### config.mk
export PLATFORM = sky130hd
export DESIGN_NAME = booth_mult_ctrl
export DESIGN_NICKNAME = d
export VERILOG_FILES = /design/src/rtl/booth_mult_ctrl.sv
export SDC_FILE = /design/constraint.sdc
export NUM_CORES = 1
export LEC_CHECK = 0
export CAP_MARGIN = 15
export CORE_AREA = 5 5 42 44
export CTS_CLUSTER_SIZE = 24
export DETAILED_ROUTE_END_ITERATION = 6
export DIE_AREA = 0 0 47 49
export HOLD_SLACK_MARGIN = 0.05
export RECOVER_POWER = 25
export SYNTH_ARGS = -nofsm -noshare
export SYNTH_HDL_FRONTEND = slang
export SYNTH_SLANG_ARGS = --single-unit
### constraint.sdc
create_clock -name clk -period 1.4 [get_ports clk]
set_clock_uncertainty 0.1 [all_clocks]
set_input_delay 0.28 -clock clk [delete_from_list [all_inputs] [get_ports clk]]
set_output_delay 0.28 -clock clk [all_outputs]
set_load 0.01 [all_outputs]
### src/rtl/booth_mult_ctrl.sv
// Radix-2 Booth multiplier control FSM and its datapath command bundle.
// Ports: clk, rst, start, Q_LSB in; mult_control, busy, done out.
`timescale 1ns/1ps

package booth_pkg;
  typedef struct packed {
    logic load_A;
    logic load_B;
    logic load_add;
    logic add_sub;
    logic shift_HQ_LQ_Q_1;
  } mult_control_t;
endpackage

module booth_mult_ctrl
  import booth_pkg::*;
#(
  parameter int N = 8
) (
  input  logic          clk,
  input  logic          rst,
  input  logic          start,
  input  logic [1:0]    Q_LSB,
  output mult_control_t mult_control,
  output logic          busy,
  output logic          done
);

  localparam int CW = $clog2(N + 1);

  typedef enum logic [2:0] {
    S_IDLE,
    S_LOAD,
    S_EVAL,
    S_SHIFT,
    S_DONE
  } state_t;

  state_t        r_state;
  state_t        w_next;
  logic [CW-1:0] r_cnt;
  logic [CW-1:0] w_cnt_nxt;

  always_ff @(posedge clk or posedge rst) begin
    if (rst) begin
      r_state <= S_IDLE;
      r_cnt   <= '0;
    end else begin
      r_state <= w_next;
      r_cnt   <= w_cnt_nxt;
    end
  end

  always_comb begin
    w_next       = r_state;
    w_cnt_nxt    = r_cnt;
    mult_control = '0;
    busy         = 1'b0;
    done         = 1'b0;
    unique case (r_state)
      S_IDLE: begin
        if (start) w_next = S_LOAD;
      end
      S_LOAD: begin
        mult_control.load_A = 1'b1;
        mult_control.load_B = 1'b1;
        busy      = 1'b1;
        w_cnt_nxt = CW'(N);
        w_next    = S_EVAL;
      end
      S_EVAL: begin
        busy = 1'b1;
        // 01: add M, 10: subtract M, 00/11: no change
        mult_control.load_add = Q_LSB[0] ^ Q_LSB[1];
        mult_control.add_sub  = ~Q_LSB[1] & Q_LSB[0];
        w_next = S_SHIFT;
      end
      S_SHIFT: begin
        mult_control.shift_HQ_LQ_Q_1 = 1'b1;
        busy      = 1'b1;
        w_cnt_nxt = r_cnt - CW'(1);
        w_next    = (r_cnt == CW'(1)) ? S_DONE : S_EVAL;
      end
      S_DONE: begin
        done   = 1'b1;
        w_next = S_IDLE;
      end
      default: begin
        w_next    = S_IDLE;
        w_cnt_nxt = '0;
      end
    endcase
  end

endmodule

==> results of run 1 <==
## power groups by stage
stage	registers, mW	clock network (mW)	logic, mW
final	0.398	0.186	1.01
after CTS	0.404	0.194	0.916
after global routing	0.408	0.215	1.11
after detailed placement	0.404	0	0.768
after floorplan	0.354	0	0.505
after global placement	0.402	0	0.762
## metal layers
| layer | vias up | track usage |
|---|---|---|
| li1 | 232 | - |
| met1 | 206 | 0.136 |
| met2 | 18 | 0.158 |
| met3 | 2 | 0.0221 |
| met4 | 0 | 0.0968 |
| met5 | - | 0 |
## logic make-up (layout without fill, tap and decap cells)
family,count (synthesis),in the layout
AND/OR/NAND/NOR,20,20
buffers and inverters,11,40
AO/OA/AOI/OAI,10,10
flip-flops,7,7
adder cells (fa/ha/maj),3,3
multiplexers,1,1
## placed cells by master, fill, tap and decap left out, types with 2 or more instances in the layout
cell and instances:
buf_4 12, buf_6 9, inv_1 5, nand2_1 5, dfrtp_1 5, buf_2 4, nor2_4 3, o21ai_0 3
ha_1 3, clkbuf_4 3, nor4_1 2, o21ai_1 2, nor2_1 2, nor3_1 2, a21oi_1 2, dfrtp_2 2
## through the flow
step	utilization	hold slack [ns]	power (mW)	setup TNS [ns]
6_report	0.537	0.298	1.60	-0.944
5_1_grt	0.537	0.303	1.73	-1.36
4_1_cts	0.504	0.161	1.51	-0.897
2_1_floorplan	-	-0.0166	0.859	0
3_3_place_gp	0.441	0.398	1.16	-2.85
3_5_place_dp	0.441	0.403	1.17	-2.96
## area by class of cell
class	instances	area (µm²)	share of cell area
Sequential cell	7	178	0.236
Clock buffer	4	26.3	0.0349
Timing Repair Buffer	29	246	0.328
Inverter	7	28.8	0.0383
Tap cell	16	20.0	0.0266
Multi-Input combinational cell	34	253	0.336
## cell usage after synthesis
library cell,instances
a21oi_1,2
a2bb2oi_1,1
a32o_1,1
and2_1,1
and3b_2,1
buf_2,2
buf_4,1
buf_6,1
dfrtp_1,7
ha_1,3
inv_1,5
inv_2,1
inv_4,1
mux2i_1,1
nand2_1,5
nand2b_1,2
nor2_1,6
nor3_1,2
nor4_1,2
nor4b_1,1
o21ai_0,3
o21ai_1,2
o41a_1,1
## repair_timing
action | 4_1_cts | 5_1_grt
gates resized for setup | 47 | 8
hold endpoints to repair | 0 | 0
setup endpoints to repair | 7 | 9
buffers inserted | 6 | 4
pin swaps | 4 | 5
## worst max-delay path, stage by stage (launching register included)
cell	delay [ns]
dfrtp_2	0.41
buf_6	0.13
nor4b_2	0.24
buf_2	0.17
## how the worst min path moves through the flow
stage / start / to
3_3_place_gp: r_cnt[3]$_DFFE_PP0N_ / r_state[2]$_DFFE_PP0P_
4_1_cts: rst / r_cnt[0]$_DFFE_PP0N_
6_report: rst / r_cnt[3]$_DFFE_PP0N_
3_5_place_dp: r_cnt[3]$_DFFE_PP0N_ / r_state[2]$_DFFE_PP0P_
5_1_grt: rst / r_cnt[0]$_DFFE_PP0N_
2_1_floorplan: rst / r_cnt[0]$_DFFE_PP0N_
## registers in the layout, indices dropped and copies added, names as in the netlist
signal / flops
r_cnt: 4
r_state: 3
==> impl_metrics.csv, run 1 <==
group,metric,value,unit
floorplan,fp-row-count,14,
outcome,status,"finished, violations left",
sta,slew_viol_final,0,
yosys,synth_cells,52,
worst_setup_path,worstPathRequired,1.02,ns
yosys,synth_top_area_frac,0.392,
clock_tree,cts_tree,"done",
sta,slew_headroom,0.809,
clock_tree,clk_transition_reported_paths,0.05,ns
pwr,powerDensity,2120,nW/µm²
sta,hold_violations,0,
global_route,grt_pass1_vias,420,
placed_design,dp_hpwl,757,µm
worst_setup_path,path_class,"reg2out",
worst_setup_path,r2r_end,"r_cnt[2]$_DFFE_PP0N_",
yosys,synth_area_leaders,"dfrtp_1, ha_1, nor2_1, inv_1, nand2_1",
worst_setup_path,reg2reg_slack,0.01,ns
finish,fill_cells,129,
drt,drtIter0Drc,8,
worst_setup_path,rr_startpoint,"r_state[0]$_DFFE_PP0P_",
yosys,muxShareOfSynthArea,0.0224,
drt,dr.pass1.iters,6,
global_route,grt_first_pass_wirelength,1.78,mm
yosys,synth-xor-area-share,0,
placed_design,globalplace.congestion,0.774,
global_route,overflow,0,
sta,worst_slack,-0.182,ns
finish,final_nets,90,
clock_tree,clock_latency,0.25,ns
drt,ant_nets,0,
drt,viasPerCell,4.72,
pwr,p_int,0.989,mW
floorplan,core_area,1400,µm²
floorplan,start_util,0.319,
sta,setup_viol,7,
drt,wirelength_met1,469,µm
worst_hold_path,min-delay-path-class,"in2async",
floorplan,fp.dieH,49,µm
yosys,synth_top_family_by_area,"simple AND/OR/NAND/NOR gates",
worst_setup_path,cp.arrival,1.20,ns
yosys,synth_compound_area_frac,0.146,
yosys,synth-seq-area-share,0.392,
worst_setup_path,crit_path_end_kind,"primary output",
finish,antenna_cells,0,
placed_design,preCtsSetupSlack,-0.794,ns
clock_tree,cts_buffers,3,
drt,routed_wl,1.08,mm
global_route,grt_max_degree,8,
drt,wl_met3,88,µm
sta,post-route-period-util,1.13,
pwr,clkPwrFrac,0.116,
global_route,antenna_found_initial,0,
placed_design,numPortBuffers,11,
sta,finalCriticalPeriod,1.58,ns
worst_setup_path,worstSetupStartpoint,"r_state[0]$_DFFE_PP0P_",
floorplan,io_pins,12,
yosys,synth_area_per_cell,8.59,µm²
yosys,ys_types,23,
sta,fmax,0.632,GHz
yosys,yosysTopAreaCell,"dfrtp_1",
pwr,p_comb_frac,0.634,
drt,num_vias,458,
sta,worst_pin_slew,0.286,ns
clock_tree,holdBufCountCts,0,
worst_setup_path,rr_worst_depth,7,
global_route,grt_usage,0.112,
drt,wire_per_inst,11.1,µm
drt,routed.top_layer,"met4",
pwr,p_leak,0.368,nW
sta,rsz0062_at_grt,"yes",
pwr,power_switching,0.608,mW
worst_setup_path,critPathCapture,"mult_control[1]",
finish,final_area,752,µm²
pwr,netSwitchingFraction,0.381,
yosys,yosys.area_share.simple,0.227,
pwr,peakVddDrop,0.000878,V
yosys,synth_fp_nets,60,
worst_setup_path,critical_path.max_fanout,4,
clock_tree,ctsLongestPathBuffers,2,
yosys,synthAdderAreaFrac,0.0840,
yosys,ys_warn_count,0,
drt,drcViolationCount,0,
placed_design,dp.cells,84,
floorplan,fp.dieArea,2300,µm²
outcome,violations,"setup timing",
finish,final_layout_size_suffix_gt1_frac,0.494,
clock_tree,ctsRootBufferMaster,"clkbuf_4",
finish,syn_to_final_growth,68.3,%
pwr,p_seq_frac,0.249,
floorplan,die_w,47,µm
yosys,synth_area,447,µm²
worst_setup_path,cp-start-kind,"register",
drt,met2WireLength,507,µm
placed_design,placed_area,618,µm²
clock_tree,numClockSinks,7,
job,max_cap_violations,0,
clock_tree,cts_max_level,1,
finish,final_cells,97,
yosys,synth-seq-cells,7,
(Power assumes the default switching activity.)
==> run 2: changes to the inputs <==
--- a/config.mk
+++ b/config.mk
@@ -7,6 +7,7 @@
 export LEC_CHECK = 0
 export CAP_MARGIN = 15
 export CORE_AREA = 5 5 42 44
+export CTS_CLUSTER_DIAMETER = 200
 export CTS_CLUSTER_SIZE = 24
 export DETAILED_ROUTE_END_ITERATION = 6
 export DIE_AREA = 0 0 47 49
==> results of run 2 <==
The final DEF is identical to that of run 1; final timing and power are the same.
